[src/rtl/sap1_alu_accumulator_if.sv]
// W-bus / control-word interface between the SAP-1 controller side and the
// accumulator + adder/subtractor stage.
interface sap1_alu_accumulator_if #(
  parameter int WIDTH = 8
);
  logic             nLa;
  logic             Ea;
  logic             Su;
  logic             Eu;
  logic [WIDTH-1:0] win;
  logic [WIDTH-1:0] bin;
  logic [WIDTH-1:0] wout;
  logic             wen;
  logic [WIDTH-1:0] aout;
  logic             CF;
  logic             ZF;
  logic             NF;
  logic             VF;
  logic             bus_err;

  modport master (
    output nLa, Ea, Su, Eu, win, bin,
    input  wout, wen, aout, CF, ZF, NF, VF, bus_err
  );

  modport slave (
    input  nLa, Ea, Su, Eu, win, bin,
    output wout, wen, aout, CF, ZF, NF, VF, bus_err
  );
endinterface

[src/rtl/sap1_alu_accumulator.sv]
// SAP-1 accumulator A with adder/subtractor, W-bus drive and latched flags.
// Define SAP1_ALU_OVF_EN to build the signed-overflow flag; otherwise VF is 0.
module sap1_alu_accumulator #(
  parameter int WIDTH = 8
) (
  input logic                   CLK,
  input logic                   CLR,
  sap1_alu_accumulator_if.slave bus
);

  logic [WIDTH-1:0] a_r;
  logic             cf_r;
  logic             zf_r;
  logic             nf_r;
  logic             bus_err_r;

  logic [WIDTH-1:0] b_eff_s;
  logic [WIDTH:0]   sum_s;
  logic [WIDTH-1:0] res_s;
  logic             carry_s;
  logic [WIDTH-1:0] wout_s;
  logic             capture_s;
  logic             conflict_s;

  // Subtract is A + ~B + 1, so Carry=1 means no borrow.
  always_comb begin
    b_eff_s = bus.Su ? ~bus.bin : bus.bin;
    sum_s   = {1'b0, a_r} + {1'b0, b_eff_s} + {{WIDTH{1'b0}}, bus.Su};
    res_s   = sum_s[WIDTH-1:0];
    carry_s = sum_s[WIDTH];
  end

  // Bus drive mux; a conflicting request drives zero rather than either source.
  always_comb begin
    wout_s = {WIDTH{1'b0}};
    case ({bus.Ea, bus.Eu})
      2'b01:   wout_s = res_s;
      2'b10:   wout_s = a_r;
      default: wout_s = {WIDTH{1'b0}};
    endcase
  end

  assign capture_s  = bus.Eu & ~bus.Ea;
  assign conflict_s = bus.Eu & bus.Ea;

  // Accumulator, flag and sticky conflict registers.
  always_ff @(posedge CLK) begin
    if (CLR) begin
      a_r       <= {WIDTH{1'b0}};
      cf_r      <= 1'b0;
      zf_r      <= 1'b0;
      nf_r      <= 1'b0;
      bus_err_r <= 1'b0;
    end else begin
      if (!bus.nLa) begin
        a_r <= bus.win;
      end
      if (capture_s) begin
        cf_r <= carry_s;
        zf_r <= (res_s == {WIDTH{1'b0}});
        nf_r <= res_s[WIDTH-1];
      end
      if (conflict_s) begin
        bus_err_r <= 1'b1;
      end
    end
  end

`ifdef SAP1_ALU_OVF_EN
  logic vf_r;
  logic ovf_s;

  // Signed overflow: operands share a sign and the result's sign differs.
  always_comb begin
    ovf_s = (a_r[WIDTH-1] == b_eff_s[WIDTH-1]) && (res_s[WIDTH-1] != a_r[WIDTH-1]);
  end

  // Overflow flag is captured alongside the other flags.
  always_ff @(posedge CLK) begin
    if (CLR) begin
      vf_r <= 1'b0;
    end else if (capture_s) begin
      vf_r <= ovf_s;
    end
  end

  assign bus.VF = vf_r;
`else
  assign bus.VF = 1'b0;
`endif

  assign bus.wout    = wout_s;
  assign bus.wen     = bus.Ea | bus.Eu;
  assign bus.aout    = a_r;
  assign bus.CF      = cf_r;
  assign bus.ZF      = zf_r;
  assign bus.NF      = nf_r;
  assign bus.bus_err = bus_err_r;

endmodule

[src/flat_wrapper.sv]
// flat-port wrapper written by rule: the top's interface ports become plain ports
module sap1_alu_accumulator_flat 
#(
  parameter int WIDTH = 8
)
  (CLK, CLR, bus_nLa, bus_Ea, bus_Su, bus_Eu, bus_win, bus_bin, bus_wout, bus_wen, bus_aout, bus_CF, bus_ZF, bus_NF, bus_VF, bus_bus_err);
  sap1_alu_accumulator_if #(.WIDTH(WIDTH)) bus_i ();
  input logic CLK;
  input logic CLR;
  input wire logic [$bits(bus_i.nLa)-1:0] bus_nLa;
  input wire logic [$bits(bus_i.Ea)-1:0] bus_Ea;
  input wire logic [$bits(bus_i.Su)-1:0] bus_Su;
  input wire logic [$bits(bus_i.Eu)-1:0] bus_Eu;
  input wire logic [$bits(bus_i.win)-1:0] bus_win;
  input wire logic [$bits(bus_i.bin)-1:0] bus_bin;
  output wire logic [$bits(bus_i.wout)-1:0] bus_wout;
  output wire logic [$bits(bus_i.wen)-1:0] bus_wen;
  output wire logic [$bits(bus_i.aout)-1:0] bus_aout;
  output wire logic [$bits(bus_i.CF)-1:0] bus_CF;
  output wire logic [$bits(bus_i.ZF)-1:0] bus_ZF;
  output wire logic [$bits(bus_i.NF)-1:0] bus_NF;
  output wire logic [$bits(bus_i.VF)-1:0] bus_VF;
  output wire logic [$bits(bus_i.bus_err)-1:0] bus_bus_err;
  assign bus_i.nLa = bus_nLa;
  assign bus_i.Ea = bus_Ea;
  assign bus_i.Su = bus_Su;
  assign bus_i.Eu = bus_Eu;
  assign bus_i.win = bus_win;
  assign bus_i.bin = bus_bin;
  assign bus_wout = bus_i.wout;
  assign bus_wen = bus_i.wen;
  assign bus_aout = bus_i.aout;
  assign bus_CF = bus_i.CF;
  assign bus_ZF = bus_i.ZF;
  assign bus_NF = bus_i.NF;
  assign bus_VF = bus_i.VF;
  assign bus_bus_err = bus_i.bus_err;
  sap1_alu_accumulator #(.WIDTH(WIDTH)) u_core (.CLK(CLK), .CLR(CLR), .bus(bus_i));
endmodule
[config.mk]
export PLATFORM = sky130hd
export DESIGN_NAME = sap1_alu_accumulator_flat
export DESIGN_NICKNAME = d
export VERILOG_FILES = /design/src/rtl/sap1_alu_accumulator_if.sv /design/src/rtl/sap1_alu_accumulator.sv /design/src/flat_wrapper.sv
export SDC_FILE = /design/constraint.sdc
export NUM_CORES = 1
export LEC_CHECK = 0
export ABC_AREA = 1
export BUFFER_PORTS_ARGS = -buffer_cell sky130_fd_sc_hd__buf_2
export CAP_MARGIN = 5
export CORE_MARGIN = 2
export CORE_UTILIZATION = 38
export DETAILED_ROUTE_END_ITERATION = 12
export PLACE_DENSITY = 0.72
export SLEW_MARGIN = 20
export SYNTH_ARGS = -nofsm -noshare
export SYNTH_HDL_FRONTEND = slang
export SYNTH_SLANG_ARGS = --single-unit
[constraint.sdc]
create_clock -name CLK -period 5.38 [get_ports CLK]
set_clock_uncertainty 0.2 [all_clocks]
set_input_delay 0.807 -clock CLK [delete_from_list [all_inputs] [get_ports CLK]]
set_output_delay 0.807 -clock CLK [all_outputs]
set_load 0.02 [all_outputs]
==> key figures <==
Yosys
  • Share of the synthesized area in the top cell type: a little over a fifth
  • Post-synth EDFFs: 0
  • Yosys top cell by area: dfxtp_1
  • Mapped Area: approximately 1100 um2
  • Largest family of logic cells by synthesized area: simple AND/OR/NAND/NOR gates
  • Yosys warning count: 0
  • Synth unique cells: 26
  • FFs w/ async S/R, synth: 0%
  • Dominant synthesized flop cell: dfxtp_1
  • Post-synthesis mux area share: 0%
  • Yosys reg bits: 12
  • Post-Synth Simple-Gate Area: around 30%
  • Sequential fraction of the synthesis area: roughly 22%
  • Synth Net Count: approximately 200
  • Synth Area in XOR/XNOR: a little over 7%
  • Ranking of synthesized cells by area: dfxtp_1 22%, nand2_1 17%, ha_1 14%
  • Mapped Avg Cell Area: between 6 and 7 um2
  • Synth Area in Compound Gates: around 15%
  • Post-Syn Instances: 168
  • Synth Area in Adders: between 10% and 20%

Cells and area
  • Area Growth Syn to Fin: 22.5%
  • Fill count: ~300
  • NumNets Final: roughly 240
  • Share of cells above drive strength 1: between 20% and 30%
  • Final Core Density: between 40% and 50%
  • Ant diodes: 0

Placed design
  • GP Congestion: about 0.84
  • Port bufs: between 40 and 50
  • Hpwl dp: ~2.1 mm
  • Worst slack, placed: between 1.5 and 2 ns

Run status
  • Status: finished, final reports clean

Clock network
  • Clock Root Buffer: clkbuf_4
  • Clk sinks: 12
  • CTS tree: yes
  • Skew-Pair Late Insertion Delay: between 0.2 and 0.3 ns
  • Clock Path Buffers: 2
  • Post_cts resized: 0
  • Hold_buf cts: 0
  • H-tree depth: 1
  • Buffer count from post-CTS setup fixing: 0
  • Clock-pin slew on the worst setup and hold paths: 0.07 ns
  • Inserted Clock Buffers: 3

STA
  • Pins Over Slew Limit: 0
  • Tcrit/Tclk final: about two thirds
  • Setup_tns: 0 ns
  • Min Tclk post-route: 3.52 ns
  • Final setup violation count: 0
  • Final hold viol count: 0
  • Max Clock Freq: between 200 and 300 MHz
  • PnR worst setup slack: approximately 1.9 ns
  • Final hold slack: about 0.27 ns
  • RSZ-0062 raised after global routing: no

Detailed routing
  • Final wirelength: roughly 2.5 mm
  • TritonRoute pass-1 iters: 4
  • # DRC: 0
  • Routed vias/inst: around 4.6
  • Initial DRC count: 14
  • Vias: about 1100
  • Routed WL per cell: approximately 10 um
  • DRT antenna net count: 0

GRT
  • Routing usage on met2: between 20% and 30%
  • First-pass GRT wire length: about 4.2 mm
  • GRT Overall Usage: between 15 and 20%
  • Grt met3 use: around 1.1%
  • Pin count of the biggest net entering global routing: 13
  • GR peak layer: met2
  • Grt total ovfl: 0
  • Met1 usage: approximately a fifth
  • Initial antenna violation count: 0
  • Vias in the first global route: 1063

Job
  • Max-cap violations: 0

Floorplan
  • Starting density of the core: between 30% and 40%
  • Row cnt: 19
  • Core area: ~2800 um2
  • Die area: 3340 um2
  • I/O Pins: 44
  • Die span in y: between 50 and 60 um
  • Die width: 57.8 um

Power and ir drop
  • P_int: around 0.00018 W
  • P_leak: 0.746 nW
  • Gate power share: 39.9%
  • Total Power: between 0.0002 and 0.0003 W
  • P_sw: ~0.00010 W
  • Switching share of power: a little over a third
  • Clock share of power: about a quarter
  • Maximum VDD drop: 193 uV
  • Pwr dens: 207 nW/um2
  • Share of power burned in registers: approximately 36%

Min path
  • Min-Delay Path Class: reg2reg
  • Hold Path Sink: u_core.bus.NF$_SDFFE_PP0P_
  • Hold path startpoint: u_core.bus.NF$_SDFFE_PP0P_
  • Worst hold stages: 2

Setup path
  • Crit path DAT: around 2.5 ns
  • Worst setup EP type: output pin
  • CP Class: in2out
  • Critical path peak fanout: 8
  • Setup slack, reg-to-reg: between 3 and 4 ns
  • Worst R2R Path Depth: 13
  • Worst Setup Start Kind: input pin
  • R2r startpoint: u_core.bus.aout[0]$_SDFFE_PP0N_
  • FF-to-FF End: u_core.bus.ZF$_SDFFE_PP0P_
  • CP Data Required Time: 4.37 ns
==> routing by layer <==
metal / part of all wire, % / wire (um)
met5: 0 / 0
met4: 1.9 / 47
met1: 47 / 1180
met3: 4.2 / 105
met2: 47 / 1180
==> layout by cell type (no fill, tap or decap), types with 2 or more instances in the layout <==
cell type and n:
a21oi_1 19, buf_2 42, clkbuf_4 3, dfxtp_1 12
ha_1 12, inv_1 19, nand2_1 51, nand2_2 2
nand3_1 10, nand3b_1 2, nor2_1 12, o21ai_1 2
o21bai_1 2, xnor2_1 2, xor2_1 7
==> flip-flops by register name, indices dropped and copies added (netlist names) <==
name	flops
u_core.bus.CF	1
u_core.bus.NF	1
u_core.bus.ZF	1
u_core.bus.aout	8
u_core.bus.bus_err	1
==> cell families after synthesis <==
logic type,count (synthesis)
simple gates,79
compound gates,28
buf+inv,26
fa+ha+maj,13
flops,12
xor+xnor,9
other cells,1
==> layout make-up <==
type                    instances  area (um2)  area share (%)
well taps                      31        38.8            2.88
repair buffers                 42         210            15.6
clock buffers                   4        36.3            2.69
multi-input cells             130         748            55.5
flip-flops and latches         12         240            17.8
inverters                      20        75.1            5.57
==> power groups by stage <==
stage | combinational, W | clock [W] | sequential (W)
floorplan | 0.0000767 | 0 | 0.000106
global placement | 0.000111 | 0 | 0.000101
detailed placement | 0.000111 | 0 | 0.000101
CTS | 0.000112 | 0.0000724 | 0.0000992
global route | 0.000127 | 0.0000761 | 0.000100
finish | 0.000112 | 0.0000685 | 0.0000992
==> per-stage QoR <==
stage               instance area [um2]  std cells
global route                       1350        239
global placement                   1310        235
floorplan                          1100        168
finish                             1350        239
CTS                                1350        239
detailed placement                 1310        235
==> worst max path at each step <==
stage,from,endpoint,slack (ns),cells past startpoint
2_1_floorplan,bus_Su,bus_wout[6],2.00,8
5_1_grt,bus_Su,bus_wout[7],1.67,13
3_5_place_dp,bus_Su,bus_wout[6],1.87,9
3_3_place_gp,bus_Su,bus_wout[7],1.90,13
4_1_cts,bus_Su,bus_wout[7],1.86,13
6_report,bus_Su,bus_wout[7],1.86,13
==> critical path, stage by stage <==
cell and delay (ns):
buf_2 0.22, xor2_1 0.24, ha_1 0.28, nand2_1 0.06, nand2_1 0.11, inv_1 0.10, nand2_1 0.07, nand2_1 0.08
nand2_1 0.05, nand2_1 0.07, nand3_1 0.09, a21oi_1 0.15, buf_2 0.18
==> synth_stat cells (2+ instances only) <==
library cell and count:
nor2_1 12, nand3_1 10, nand2_1 51, nand2_2 2, xnor2_1 2, a21oi_1 19, buf_4 2, dfxtp_1 12
nand3b_1 2, o21ai_1 2, ha_1 12, inv_1 19, xor2_1 7, clkbuf_1 3, o21bai_1 2
(Power assumes the default switching activity.)
